===== src/rtl/multi_edge_pulse_gen.sv =====
// Multi-channel edge pulse generator: per-channel synchroniser, debounce filter,
// selectable rise/fall/both edge detect, retriggerable pulse stretcher and sticky flag.
module multi_edge_pulse_gen #(
    parameter int CH_NUM      = 4,
    parameter int SYNC_STAGES = 2,
    parameter int DEB_CYCLES  = 4,
    parameter int PULSE_LEN   = 3
) (
    input  logic                  clk,
    input  logic                  rst,
    input  logic [CH_NUM-1:0]     signal_in,
    input  logic [2*CH_NUM-1:0]   edge_mode,
    input  logic [CH_NUM-1:0]     sticky_clr,
    output logic [CH_NUM-1:0]     pulse_out,
    output logic [CH_NUM-1:0]     level_out,
    output logic [CH_NUM-1:0]     edge_sticky
);

    localparam int DW = $clog2(DEB_CYCLES + 1);
    localparam int PW = $clog2(PULSE_LEN + 1);
    localparam logic [DW-1:0] DEB_LAST   = DW'(DEB_CYCLES - 1);
    localparam logic [PW-1:0] PULSE_LOAD = PW'(PULSE_LEN);

    genvar gi;
    generate
        for (gi = 0; gi < CH_NUM; gi++) begin : g_ch
            logic [SYNC_STAGES-1:0] sync_q;
            logic                   sync_s;
            logic                   filt_q;
            logic                   filt_d;
            logic                   filt_dly_q;
            logic [DW-1:0]          deb_cnt_q;
            logic [DW-1:0]          deb_cnt_d;
            logic [PW-1:0]          pcnt_q;
            logic [PW-1:0]          pcnt_d;
            logic                   pulse_q;
            logic                   sticky_q;
            logic                   sticky_d;
            logic                   rise;
            logic                   fall;
            logic                   hit;

            assign sync_s = sync_q[SYNC_STAGES-1];

            // Filtered level only moves after DEB_CYCLES consecutive disagreeing samples.
            always_comb begin
                filt_d    = filt_q;
                deb_cnt_d = deb_cnt_q;
                if (sync_s == filt_q) begin
                    deb_cnt_d = '0;
                end else if (deb_cnt_q == DEB_LAST) begin
                    filt_d    = sync_s;
                    deb_cnt_d = '0;
                end else begin
                    deb_cnt_d = deb_cnt_q + DW'(1);
                end
            end

            assign rise = filt_q & ~filt_dly_q;
            assign fall = ~filt_q & filt_dly_q;
            // Mode is used live so a change in the edge cycle applies to that edge.
            assign hit  = (edge_mode[2*gi] & rise) | (edge_mode[2*gi+1] & fall);

            always_comb begin
                pcnt_d = pcnt_q;
                if (hit) begin
                    pcnt_d = PULSE_LOAD;
                end else if (pcnt_q != '0) begin
                    pcnt_d = pcnt_q - PW'(1);
                end
            end

            assign sticky_d = (sticky_q & ~sticky_clr[gi]) | hit;

            always_ff @(posedge clk) begin
                if (rst) begin
                    sync_q     <= '0;
                    filt_q     <= 1'b0;
                    filt_dly_q <= 1'b0;
                    deb_cnt_q  <= '0;
                    pcnt_q     <= '0;
                    pulse_q    <= 1'b0;
                    sticky_q   <= 1'b0;
                end else begin
                    sync_q     <= {sync_q[SYNC_STAGES-2:0], signal_in[gi]};
                    filt_q     <= filt_d;
                    filt_dly_q <= filt_q;
                    deb_cnt_q  <= deb_cnt_d;
                    pcnt_q     <= pcnt_d;
                    pulse_q    <= (pcnt_d != '0);
                    sticky_q   <= sticky_d;
                end
            end

            assign pulse_out[gi]   = pulse_q;
            assign level_out[gi]   = filt_q;
            assign edge_sticky[gi] = sticky_q;
        end
    endgenerate

endmodule


===== config.mk =====
export PLATFORM = sky130hd
export DESIGN_NAME = multi_edge_pulse_gen
export DESIGN_NICKNAME = d
export VERILOG_FILES = /design/src/rtl/multi_edge_pulse_gen.sv
export SDC_FILE = /design/constraint.sdc
export NUM_CORES = 1
export LEC_CHECK = 0
export BUFFER_PORTS_ARGS = -buffer_cell sky130_fd_sc_hd__buf_4
export CAP_MARGIN = 30
export CORE_MARGIN = 2
export CORE_UTILIZATION = 58
export DETAILED_ROUTE_END_ITERATION = 16
export PLACE_DENSITY = 0.84
export SLEW_MARGIN = 10
export SYNTH_ARGS = -nofsm -noshare
export SYNTH_HDL_FRONTEND = slang
export SYNTH_SLANG_ARGS = --single-unit

===== constraint.sdc =====
create_clock -name clk -period 3.05 [get_ports clk]
set_clock_uncertainty 0.1 [all_clocks]
set_input_delay 0.61 -clock clk [delete_from_list [all_inputs] [get_ports clk]]
set_output_delay 0.61 -clock clk [all_outputs]
set_load 0.01 [all_outputs]

Word-level counts from Yosys, hierarchy flattened

Cells that the tools add are included.
Widths: inputs -> output; s select.

Add/sub/neg operators: 8
Multiply operators: 0
Div/mod/pow operators: 0
Magnitude comparators: 0
Eq/ne operators: 8
Shift operators: 0
Mux-type cells: 8
Bitwise operators: 44
Reduce and logical (&&, ||, !) cells: 16

Operator list:

| operator            | number |
|---|---|
| $and 1x1->1         | 20 |
| $mux 2              | 8 |
| $not 1->1           | 16 |
| $reduce_bool 2->1   | 8 |
| $add 3x1->3 const B | 4 |
| $eq 3x2->1 const B  | 4 |
| $reduce_or 3->1     | 4 |
| $or 1x1->1          | 8 |
| $reduce_and 2->1    | 4 |
| $sub 2x1->2 const B | 4 |
| $eq 1x1->1          | 4 |

Register bits: 44
Latch bits: 0
Bits in writable memories: 0
ROM bits: 0
Input bits: 18
Output and inout port bits: 12
Logic and storage cells: 112
Memories: 0

Longest topological paths before layout

Depth in word-level cells: 6
Depth in mapped cells: 4

Least setup slack after synthesis

Ideal clock, no wire load.

Kind: input-to-reg
From: in rst
To: reg g_ch[2].deb_cnt_q[2]
Library setup time: 0.088 ns
Data arrival time: 1.068 ns
Required time: 2.862 ns
Slack: 1.794 ns
Cell stages on the path: 3
Path buffers: 2
Cells stage by stage: buf_6 buf_2 nor4_2

Longest elaborated chain between the ends: 1

Ends and longest elaborated chain:

| item                      | line | text |
|---|---|---|
| start, declared           | 10   | `input logic rst,` |
| $reduce_or 3->1 (no line) | -    |  |
| end signal, assigned      | 88   | `deb_cnt_q <= deb_cnt_d;` |
| end, declared             | 32   | `logic [DW-1:0] deb_cnt_q;` |

No other way between the ends.
A chain may end at the register's enable or synchronous reset.

Worst setup path after layout

From: reg g_ch[2].filt_q
To: out level_out[2]

RTL lines:

| item                   | line | text |
|---|---|---|
| start, declared        | 29   | `logic filt_q;` |
| start signal, assigned | 86   | `filt_q <= filt_d;` |
| end, declared          | 15   | `output logic [CH_NUM-1:0] level_out,` |

No word-level cell between the ends.

==> reports/qor.yml <==
placed_design:
  placedCellCount: 198
  post-place-ws_ps: 1350
  dpl-instance-area_um2: 1900
  hpwl_mm: 1.85
  placement.io_buffers: 29
  gp_congestion: 0.712
pwr:
  p_leak_nw: 0.743
  p_int_uw: 717
  comb_power_share_pct: 4.5
  power_density_nw_per_um2: 461
  p_seq_share_pct: 64.6
  peakVddDrop_mv: 0.332
  p_sw_uw: 188
  clkPwrFrac_pct: 31.0
  switching_share_pct: 20.8
  power.total_uw: 904
route:
  wl_per_cell_um: 12.6
  highest_layer: "met4"
  drt-total-wl_mm: 2.60
  wl_met2_mm: 1.22
  wl_met3_um: 120
  met1_length_mm: 1.19
  final_antenna_net_count: 0
  vias_per_cell: 5.57
  via_count: 1147
  drtPass1Iterations: 3
  drtIter0Drc: 23
  remaining_drc_errors: 0
global_routing:
  grt_max_degree: 53
  antenna_found_initial: 0
  overflow: 0
  grt_pass1_vias: 1082
  grt_usage_pct: 18.2
  grt_pass1_wl_mm: 4.65
timing:
  tns_ps: 0
  slew_violations: 0
  worst_pin_slew_ps: 517
  rsz0062_at_grt: "false"
  setup_viol: 0
  timing.final.ws_setup_ps: 1310
  min_period_ps: 1740
  hold-worst-slack_ps: 341
  slew_headroom_pct: 65.6
  fmax_mhz: 575
  period_share_pct: 57.1
  hold_viol: 0
die:
  row_count: 20
  core_um2: 2980
  start_util_pct: 59.7
  die_w_um: 59.4
  die_y_um: 59.4
  die_area_um2: 3520
  io_pins: 30
clocking:
  insertion_delay_ps: 350
  clock-sinks: 44
  cts_tree: "yes"
  cts_buffers: 5
  cts_resized: 0
  cts_hold_buf: 0
  h-tree-depth: 2
  cts_setup_buffers: 0
  path_clk_slew_ps: 110
  cts_root_buf: "clkbuf_4"
  cts_buffer_depth: 2
logic_synthesis:
  syn_avg_cell_area_um2: 11.6
  synth_cell_types: 19
  ys.flop_type: "dfxtp_1"
  synthCells: 153
  synth_area_leaders: "dfxtp_1, ha_1, buf_4, nand3b_1, nand4bb_1"
  synth_top_area_share_pct: 49.5
  synth_fa_ha_area_share_pct: 5.63
  yosys.area.top_type: "dfxtp_1"
  synth-simple-area-share_pct: 23.9
  yosysMostFrequentCell: "dfxtp_1"
  yosysSeqAreaShare_pct: 49.5
  synth_xor_area_share_pct: 1.97
  synth-compound-area-share_pct: 6.62
  synth_edf_count: 0
  synth_top_family_by_area: "simple AND/OR/NAND/NOR gates"
  ys_async_sr_fraction_pct: 0
  ys_seq_elements: 44
  syn-cell-area_um2: 1780
  synthMuxAreaShare_pct: 2.25
  syn-num-nets: 179
  yosys-top-cells-count: "dfxtp_1, buf_4, inv_1, nand3b_1, nor2b_1"
  yosysWarnings: 0
critical_path:
  crit_chain: "buf_4"
  crit_buf_inv: 1
  cp_data_arrival_time_ps: 1030
  critPathSlowestCell: "dfxtp_1"
  cp-start-kind: "flop"
  critPathTopFamily: "flip-flops"
  slowest_delay_ps: 500
  cp_max_fo: 8
  critPathCaptureType: "primary output"
  path_class: "reg2out"
  required_ps: 2340
cells_and_area:
  drive_above_1_share_pct: 26.6
  nFillCells: 234
  diodes: 0
  design_area_um2: 1960
  areaGrowthSynthToFinish_pct: 10.3
  nets: 198
  fin_cells: 206
  fin_util_pct: 65.9
outcome:
  status: "finished clean"
run:
  drv_cap: 0
min_path:
  hold_path.class: "reg2reg"
-- power by group through the flow --
stage          sequential (mW)  combinational (mW)  clock [mW]
3_5_place_dp             0.597              0.0406           0
6_report                 0.584              0.0403       0.280
4_1_cts                  0.584              0.0406       0.292
5_1_grt                  0.585              0.0446       0.313
2_1_floorplan            0.596              0.0236           0
3_3_place_gp             0.597              0.0387           0
-- cells in the final DEF, fill, tap and decap left out, drive strengths merged --
| master | n |
|---|---|
| a31oi | 4 |
| xnor2 | 4 |
| nor4 | 8 |
| nor4b | 4 |
| clkbuf | 8 |
| mux2i | 4 |
| inv | 12 |
| o311ai | 8 |
| nand3 | 4 |
| nor2b | 12 |
| nand4bb | 8 |
| nand3b | 12 |
| dfxtp | 44 |
| buf | 29 |
| ha | 8 |
| nor2 | 4 |
-- state kept, by name, indices dropped and copies added, names as in the netlist --
signal	flops
g_ch.sticky_q	4
g_ch.pcnt_q	8
g_ch.deb_cnt_q	12
g_ch.sync_q	8
g_ch.pulse_q	4
g_ch.filt_q	4
g_ch.filt_dly_q	4
-- logic make-up (layout without fill, tap and decap cells) --
| logic type | after synthesis | in the layout |
|---|---|---|
| flip-flops | 44 | 44 |
| adder cells (fa/ha/maj) | 8 | 8 |
| XOR/XNOR | 4 | 4 |
| buffers and inverters | 29 | 49 |
| AO/OA/AOI/OAI | 12 | 12 |
| AND/OR/NAND/NOR | 52 | 52 |
| multiplexers | 4 | 4 |
-- metal layers --
layer	GRT usage (%)	up-vias
met5	0	-
met4	11.7	0
met3	7.21	8
met2	27.0	22
met1	21.8	545
li1	-	572
-- worst paths after layout --
| check | startpoint | endpoint | slack (ps) | depth (start not counted) |
|---|---|---|---|---|
| max | g_ch[2].filt_q | level_out[2] | 1310 | 1 |
| min | g_ch[3].deb_cnt_q[0] | g_ch[3].deb_cnt_q[0] | 340 | 1 |
| max reg2reg | g_ch[1].deb_cnt_q[0] | g_ch[1].filt_q | 1740 | 4 |
| min reg2reg | g_ch[3].deb_cnt_q[0] | g_ch[3].deb_cnt_q[0] | 340 | 1 |
-- cell type report --
type                    count  area, µm²  share of cell area [%]
repair buffers             29        218                    11.1
inverters                  12       45.0                    2.30
multi-input cells          80        718                    36.6
flip-flops and latches     44        881                    44.9
clock buffers               8       58.8                    3.00
well taps                  33       41.3                    2.10
Note: power is estimated with default switching activity, not from simulation.
